## config.mk

```make
export PLATFORM = sky130hd
export DESIGN_NAME = bin2bcd_seq
export DESIGN_NICKNAME = d
export VERILOG_FILES = /design/src/rtl/bin2bcd_pkg.sv /design/src/rtl/bin2bcd_add3.sv /design/src/rtl/bin2bcd_seq.sv
export SDC_FILE = /design/constraint.sdc
export NUM_CORES = 1
export LEC_CHECK = 0
export BUFFER_PORTS_ARGS = -buffer_cell sky130_fd_sc_hd__buf_4
export CORE_UTILIZATION = 45
export DETAILED_ROUTE_END_ITERATION = 10
export GPL_TIMING_DRIVEN = 0
export SKIP_LAST_GASP = 1
export SLEW_MARGIN = 20
export SYNTH_ARGS = -nofsm -noshare
export SYNTH_HDL_FRONTEND = slang
export SYNTH_HIERARCHICAL = 1
export SYNTH_SLANG_ARGS = --single-unit
```

## constraint.sdc

```tcl
create_clock -name clk -period 2.45 [get_ports clk]
set_input_delay 0.3675 -clock clk [delete_from_list [all_inputs] [get_ports clk]]
set_output_delay 0.3675 -clock clk [all_outputs]
set_load 0.005 [all_outputs]
```

## src/rtl/bin2bcd_pkg.sv

```systemverilog
// bin2bcd_pkg: shared widths, limits and FSM encoding for the sequential binary-to-BCD converter.
package bin2bcd_pkg;
    localparam int BIN_W   = 14;
    localparam int DIGITS  = 4;
    localparam int MAX_VAL = 9999;
    localparam int BCD_W   = 4 * DIGITS;
    localparam int CNT_W   = $clog2(BIN_W + 1);
    typedef enum logic [1:0] {
        IDLE  = 2'd0,
        SHIFT = 2'd1,
        DONE  = 2'd2
    } state_t;
endpackage

```

## src/rtl/bin2bcd_add3.sv

```systemverilog
// bcd_add3: shift-add-3 digit corrector, bumps any digit >=5 so the next left shift carries correctly.
module bcd_add3 (
    input  logic [3:0] d_i,
    output logic [3:0] d_o
);
    assign d_o = (d_i >= 4'd5) ? d_i + 4'd3 : d_i;
endmodule

```

## src/rtl/bin2bcd_seq.sv

```systemverilog
// bin2bcd_seq: 14-bit binary to 4-digit packed BCD, one bit per clock, saturating at 9999.
module bin2bcd_seq
    import bin2bcd_pkg::*;
(
    input  logic             clk,
    input  logic             rst_n,
    input  logic             start_i,
    input  logic [BIN_W-1:0] bin_i,
    output logic             busy_o,
    output logic             done_o,
    output logic [BCD_W-1:0] bcd_o,
    output logic             ovf_o
);
    state_t           r_state, w_next;
    logic [BCD_W-1:0] r_acc, w_adj, r_bcd;
    logic [BIN_W-1:0] r_op;
    logic [CNT_W-1:0] r_cnt;
    logic             r_ovf_flag, r_ovf, r_busy, r_done;
    logic             w_load, w_shift, w_cap, w_big;

    for (genvar d = 0; d < DIGITS; d++) begin : g_dig
        bcd_add3 u_add3 (.d_i(r_acc[4*d +: 4]), .d_o(w_adj[4*d +: 4]));
    end

    always_ff @(posedge clk or negedge rst_n) begin
        if (!rst_n) r_state <= IDLE;
        else        r_state <= w_next;
    end

    // Unused code 3 falls through to IDLE.
    always_comb begin
        w_next = (r_state == IDLE)  ? (start_i ? SHIFT : IDLE) :
                 (r_state == SHIFT) ? ((r_cnt == CNT_W'(1)) ? DONE : SHIFT) :
                                      IDLE;
    end

    always_comb begin
        w_load  = (r_state == IDLE) && start_i;
        w_shift = (r_state == SHIFT);
        w_cap   = (r_state == DONE);
        w_big   = bin_i > BIN_W'(MAX_VAL);
    end

    always_ff @(posedge clk or negedge rst_n) begin
        if (!rst_n) begin
            r_acc      <= '0;
            r_op       <= '0;
            r_cnt      <= '0;
            r_ovf_flag <= 1'b0;
            r_bcd      <= '0;
            r_ovf      <= 1'b0;
            r_busy     <= 1'b0;
            r_done     <= 1'b0;
        end else begin
            if (w_load) begin
                r_op       <= w_big ? BIN_W'(MAX_VAL) : bin_i;
                r_ovf_flag <= w_big;
                r_acc      <= '0;
                r_cnt      <= CNT_W'(BIN_W);
            end else if (w_shift) begin
                {r_acc, r_op} <= {w_adj[BCD_W-2:0], r_op, 1'b0};
                r_cnt         <= r_cnt - CNT_W'(1);
            end
            if (w_cap) begin
                r_bcd <= r_acc;
                r_ovf <= r_ovf_flag;
            end
            r_done <= w_cap;
            r_busy <= (w_next != IDLE);
        end
    end

    assign busy_o = r_busy;
    assign done_o = r_done;
    assign bcd_o  = r_bcd;
    assign ovf_o  = r_ovf;
endmodule

```

==> results.yml, run 1 <==
run_status:
  outcome: "finished, final reports clean"
power:
  clock_power_share: 0.159
  comb_power_share: 0.408
  switching_share: 0.362
  powerDensity_nw_per_um2: 1160
  leakage_nw: 1.58
  power.sequential.fraction: 0.433
  design_power_total_mw: 3.77
  p_int_mw: 2.40
  switching_power_mw: 1.36
  max-vdd-ir-drop_mv: 0.431
detailed_routing:
  vias: 2064
  post_drt_wl_per_cell_um: 13.2
  drc: 0
  ant_nets: 0
  drt_iter0_markers: 89
  dr.pass1.iters: 4
  via_per_inst: 5.16
  drt-total-wl_um: 5270
synth:
  synthesis.nets: 309
  ys_warn_count: 6
  syn_avg_cell_area_um2: 9.91
  synth_cells: 282
  syn_area_um2: 2790
clock_network:
  worstSkewPairLatency_ps: 310
  clock_path_buffers: 2
  cts_tree: "done"
  numCtsBuffers: 5
  clock-sinks: 56
  clk_pin_slew_ps: 100
  postCtsSetupRepairBufs: 0
  cts_root_buffer: "clkbuf_8"
  cts_resized: 0
  htree_levels: 2
  ctsHoldBuffers: 0
grt:
  grt_pass1_vias: 2081
  grt_pass1_wl_um: 9490
  overflow: 0
  grt_max_degree: 57
  antenna_found_initial: 0
  grt.total_usage: 0.191
timing:
  final_hold_viol_count: 0
  max_slew_margin: 0.535
  max_freq_mhz: 606
  fin_ws_ps: 800
  fin_crit_sh: 0.673
  period_needed_ps: 1650
  tightest_slew_ps: 698
  setup-tns-final_ps: 0
  rsz0062_at_grt: "no"
  drv_slew: 0
  finalSetupViolCount: 0
  worst_clock_skew_ps: 12.5
floorplan:
  pin_count: 36
  core-area_um2: 5960
  placementRows: 28
  fp.dieH_um: 80.8
  die_area_um2: 6530
  start_util: 0.469
  die_w_um: 80.8
final_layout:
  drive_gt1_frac: 0.237
  antenna_cells: 0
  area_growth_pct: 16.6
  fin_util: 0.547
  nets: 351
  final_common_cell: "nand2_1"
  final_cell_mix: "nand2_1 (69), dfrtp_1 (56), buf_4 (35)"
critical_path:
  startpoint: "r_state[0]"
  critPathMaxFanout: 10
  r2r-start: "r_state[0]"
  critPathKind: "register to register"
  endpoint_kind: "register"
  setup.worst_path.start_class: "register"
  worstPathRequired_ps: 2640
  crit_arrival_ps: 1840
job:
  max-cap-violations: 0
placed_design:
  dp_slack_ps: 667
  port_buffers: 35
  place_congestion: 0.743
  hpwl_um: 3710
worst_hold_path:
  hp-class: "input pin to asynchronous set/reset pin"
[worst paths after layout]
path	endpoint	slack, ps	cells past startpoint
worst max-delay path	bcd_o[6]	800	5
worst min-delay path	bcd_o[8]	90	1
worst max register to register	bcd_o[6]	800	5
worst min register to register	r_acc[0]	500	2
max in group asynchronous	bcd_o[1]	1890	1
min in group clk	r_op[4]	310	3
[state kept, by name, summed over array words and instances (netlist names)]
register	cells
r_op	14
busy_o	1
done_o	1
r_acc	16
r_state	2
r_cnt	4
r_ovf_flag	1
ovf_o	1
bcd_o	16
[layout make-up]
cell class	count	area (um2)
well taps	75	93.8
plain buffers	15	68.8
clock buffers	6	72.6
clock inverters	2	35.0
repair buffers	35	263
inverters	12	45.0
fillers	550	2700
multi-input cells	199	1280
flip-flops and latches	56	1400
[per-layer routing]
metal,routed length [um],share of wire,up-vias,global-route usage
met1,2520,0.48,985,0.236
met4,62,0.012,0,0.0679
li1,-,-,1035,-
met2,2530,0.48,40,0.334
met5,0,0,-,0
met3,163,0.031,4,0.0348
[critical path, cell delays in order (launching register included)]
cell and delay [ps]:
dfrtp_1 330, buf_2 200, nand2b_1 120, buf_2 230, buf_2 290, mux2_2 370
[per-stage QoR]
stage | hold WS [ps] | instances | cell area [um2]
after floorplan | 71.9 | 282 | 2790
after global placement | 472 | 392 | 3150
after detailed placement | 466 | 392 | 3150
after CTS | 122 | 400 | 3260
after global routing | 151 | 400 | 3260
final | 93.3 | 400 | 3260
[power groups by stage]
stage	Sequential, mW	Clock [mW]	Combinational, mW
2_1_floorplan	1.58	0	1.11
3_3_place_gp	1.64	0	1.52
3_5_place_dp	1.65	0	1.56
4_1_cts	1.64	0.624	1.57
5_1_grt	1.70	0.662	1.80
6_report	1.63	0.599	1.54
Note: power is estimated with default switching activity, not from simulation.
==> run 2, diff against run 1 <==
--- a/config.mk
+++ b/config.mk
@@ -9,6 +9,7 @@
 export CORE_UTILIZATION = 45
 export DETAILED_ROUTE_END_ITERATION = 10
 export GPL_TIMING_DRIVEN = 0
+export PLACE_DENSITY = 0.67
 export SKIP_LAST_GASP = 1
 export SLEW_MARGIN = 20
 export SYNTH_ARGS = -nofsm -noshare
==> constraint.sdc (replaced) <==
create_clock -name clk -period 1.5 [get_ports clk]
set_input_delay 0.225 -clock clk [delete_from_list [all_inputs] [get_ports clk]]
set_output_delay 0.225 -clock clk [all_outputs]
set_load 0.005 [all_outputs]
==> results.yml, run 2 (synthesis results as in run 1) <==
critical_path:
  r2r-start: "r_state[0]"
  cpLargestDelayFamily: "buffers and inverters"
  critPathKind: "register to register"
  crit_arrival_ps: 1620
  setup.worst_path.start_class: "register"
  critPathMaxFanout: 10
  slowest_stage: "dfrtp_1"
  path_cells: "clkbuf_4 -> nand2b_1 -> buf_6 -> buf_6 -> mux2_2"
  critPathBufInv: 3
  endpoint_kind: "register"
  worstPathRequired_ps: 1700
  startpoint: "r_state[0]"
  slowest_delay_ps: 340
  crit_top_cell: "buf_6"
timing:
  max_slew_margin: 0.526
  period_needed_ps: 1420
  fin_crit_sh: 0.948
  finalHoldWorstSlack_ps: 168
  final_hold_viol_count: 0
  max_freq_mhz: 703
  drv_slew: 0
  worst_clock_skew_ps: 5.86
  finalSetupViolCount: 0
  tightest_slew_ps: 711
clock_network:
  htree_levels: 2
  cts_root_buffer: "clkbuf_8"
  cts_tree: "done"
  worstSkewPairLatency_ps: 310
  clock_path_buffers: 2
  clk_pin_slew_ps: 90
  clock-sinks: 56
  numCtsBuffers: 5
grt:
  grt_pass1_vias: 2051
  grt_pass1_wl_um: 9110
  antenna_found_initial: 0
  grt.total_usage: 0.183
  grt_max_degree: 57
  overflow: 0
power:
  powerDensity_nw_per_um2: 1860
  leakage_nw: 1.61
  max-vdd-ir-drop_mv: 0.730
final_layout:
  antenna_cells: 0
  instances_no_fill: 402
  drive_gt1_frac: 0.291
  final_common_cell: "nand2_1"
  final_cell_mix: "nand2_1 (68), dfrtp_1 (53), buf_4 (39)"
  nets: 353
  area_growth_pct: 19.7
  fillCellCount: 550
placed_design:
  port_buffers: 35
  hpwl_um: 3760
  dp.cells: 392
  place_congestion: 0.771
floorplan:
  placementRows: 28
  die_area_um2: 6530
  core-area_um2: 5960
  fp.dieH_um: 80.8
  die_w_um: 80.8
  pin_count: 36
  start_util: 0.469
detailed_routing:
  post_drt_wl_per_cell_um: 13.2
  drt_iter0_markers: 100
  dr.pass1.iters: 4
  drc: 0
  via_per_inst: 5.24
  vias: 2107
  ant_nets: 0
  drt-total-wl_um: 5300
job:
  max-cap-violations: 0
worst_hold_path:
  hp-class: "input pin to register"
  hp-start: "bin_i[7]"
run_status:
  outcome: "finished, final reports clean"
==> run 2: cell count changes in the layout (fill, tap and decap cells not counted), sizes merged <==
cell | before | now
buf | 45 | 46
bufinv | 1 | 0
clkbuf | 11 | 13
clkinv | 1 | 0
dlygate4sd3 | 0 | 1
==> run 2: path summary, 6_finish.rpt <==
path / end / slack [ps] / depth (start not counted)
min reg2reg: r_acc[0] / 490 / 2
max in group asynchronous: r_acc[8] / 500 / 2
max reg2reg: bcd_o[12] / 80 / 5
min: r_op[7] / 170 / 3
max: bcd_o[12] / 80 / 5
min in group asynchronous: bcd_o[0] / 490 / 2
==> run 2: power by group <==
group | switching [mW] | internal (mW) | total [mW]
clock network | 0.478 | 0.378 | 0.856
registers | 0.526 | 2.16 | 2.68
logic | 1.28 | 1.41 | 2.68
total | 2.28 | 3.94 | 6.22
==> run 2: per-stage QoR <==
| stage | utilization | area [um2] | worst slack, ps | power [mW] | setup TNS, ps |
|---|---|---|---|---|---|
| 2_1_floorplan | - | 2790 | 47.0 | 4.40 | 0 |
| 3_3_place_gp | 0.529 | 3150 | -141 | 5.13 | -3340 |
| 3_5_place_dp | 0.529 | 3150 | -153 | 5.26 | -4110 |
| 4_1_cts | 0.550 | 3270 | -3.10 | 6.14 | -6.15 |
| 5_1_grt | 0.561 | 3340 | -1.65 | 6.80 | -1.65 |
| 6_report | 0.561 | 3340 | 77.7 | 6.22 | 0 |
==> run 2: metal layers <==
layer | track usage | part of all wire | vias up
li1 | - | - | 1051
met1 | 0.229 | 0.46 | 1026
met2 | 0.320 | 0.50 | 25
met3 | 0.0236 | 0.019 | 5
met4 | 0.0714 | 0.015 | 0
met5 | 0 | 0 | -
==> run 2: what timing repair did <==
| action | CTS | global route |
|---|---|---|
| endpoints found under the hold margin | 47 | 0 |
| resized for setup | 9 | 22 |
| endpoints found under the setup margin | 39 | 39 |
| buffers inserted | 0 | 2 |
| hold buffers | 1 | 0 |
| pin swaps | 0 | 3 |
| cloned | 0 | 0 |
==> run 2: area by class of cell <==
| class | count | area, um2 | area share |
|---|---|---|---|
| inverters | 12 | 45.0 | 0.0135 |
| flip-flops and latches | 56 | 1410 | 0.420 |
| clock buffers | 8 | 90.1 | 0.0269 |
| repair buffers | 38 | 288 | 0.0861 |
| well taps | 75 | 93.8 | 0.0281 |
| multi-input cells | 199 | 1330 | 0.397 |
| plain buffers | 14 | 95.1 | 0.0284 |
==> run 2: worst min-delay path, stage by stage <==
cell	delay, ps
buf_4	110
nand2_1	40
o21ai_0	60
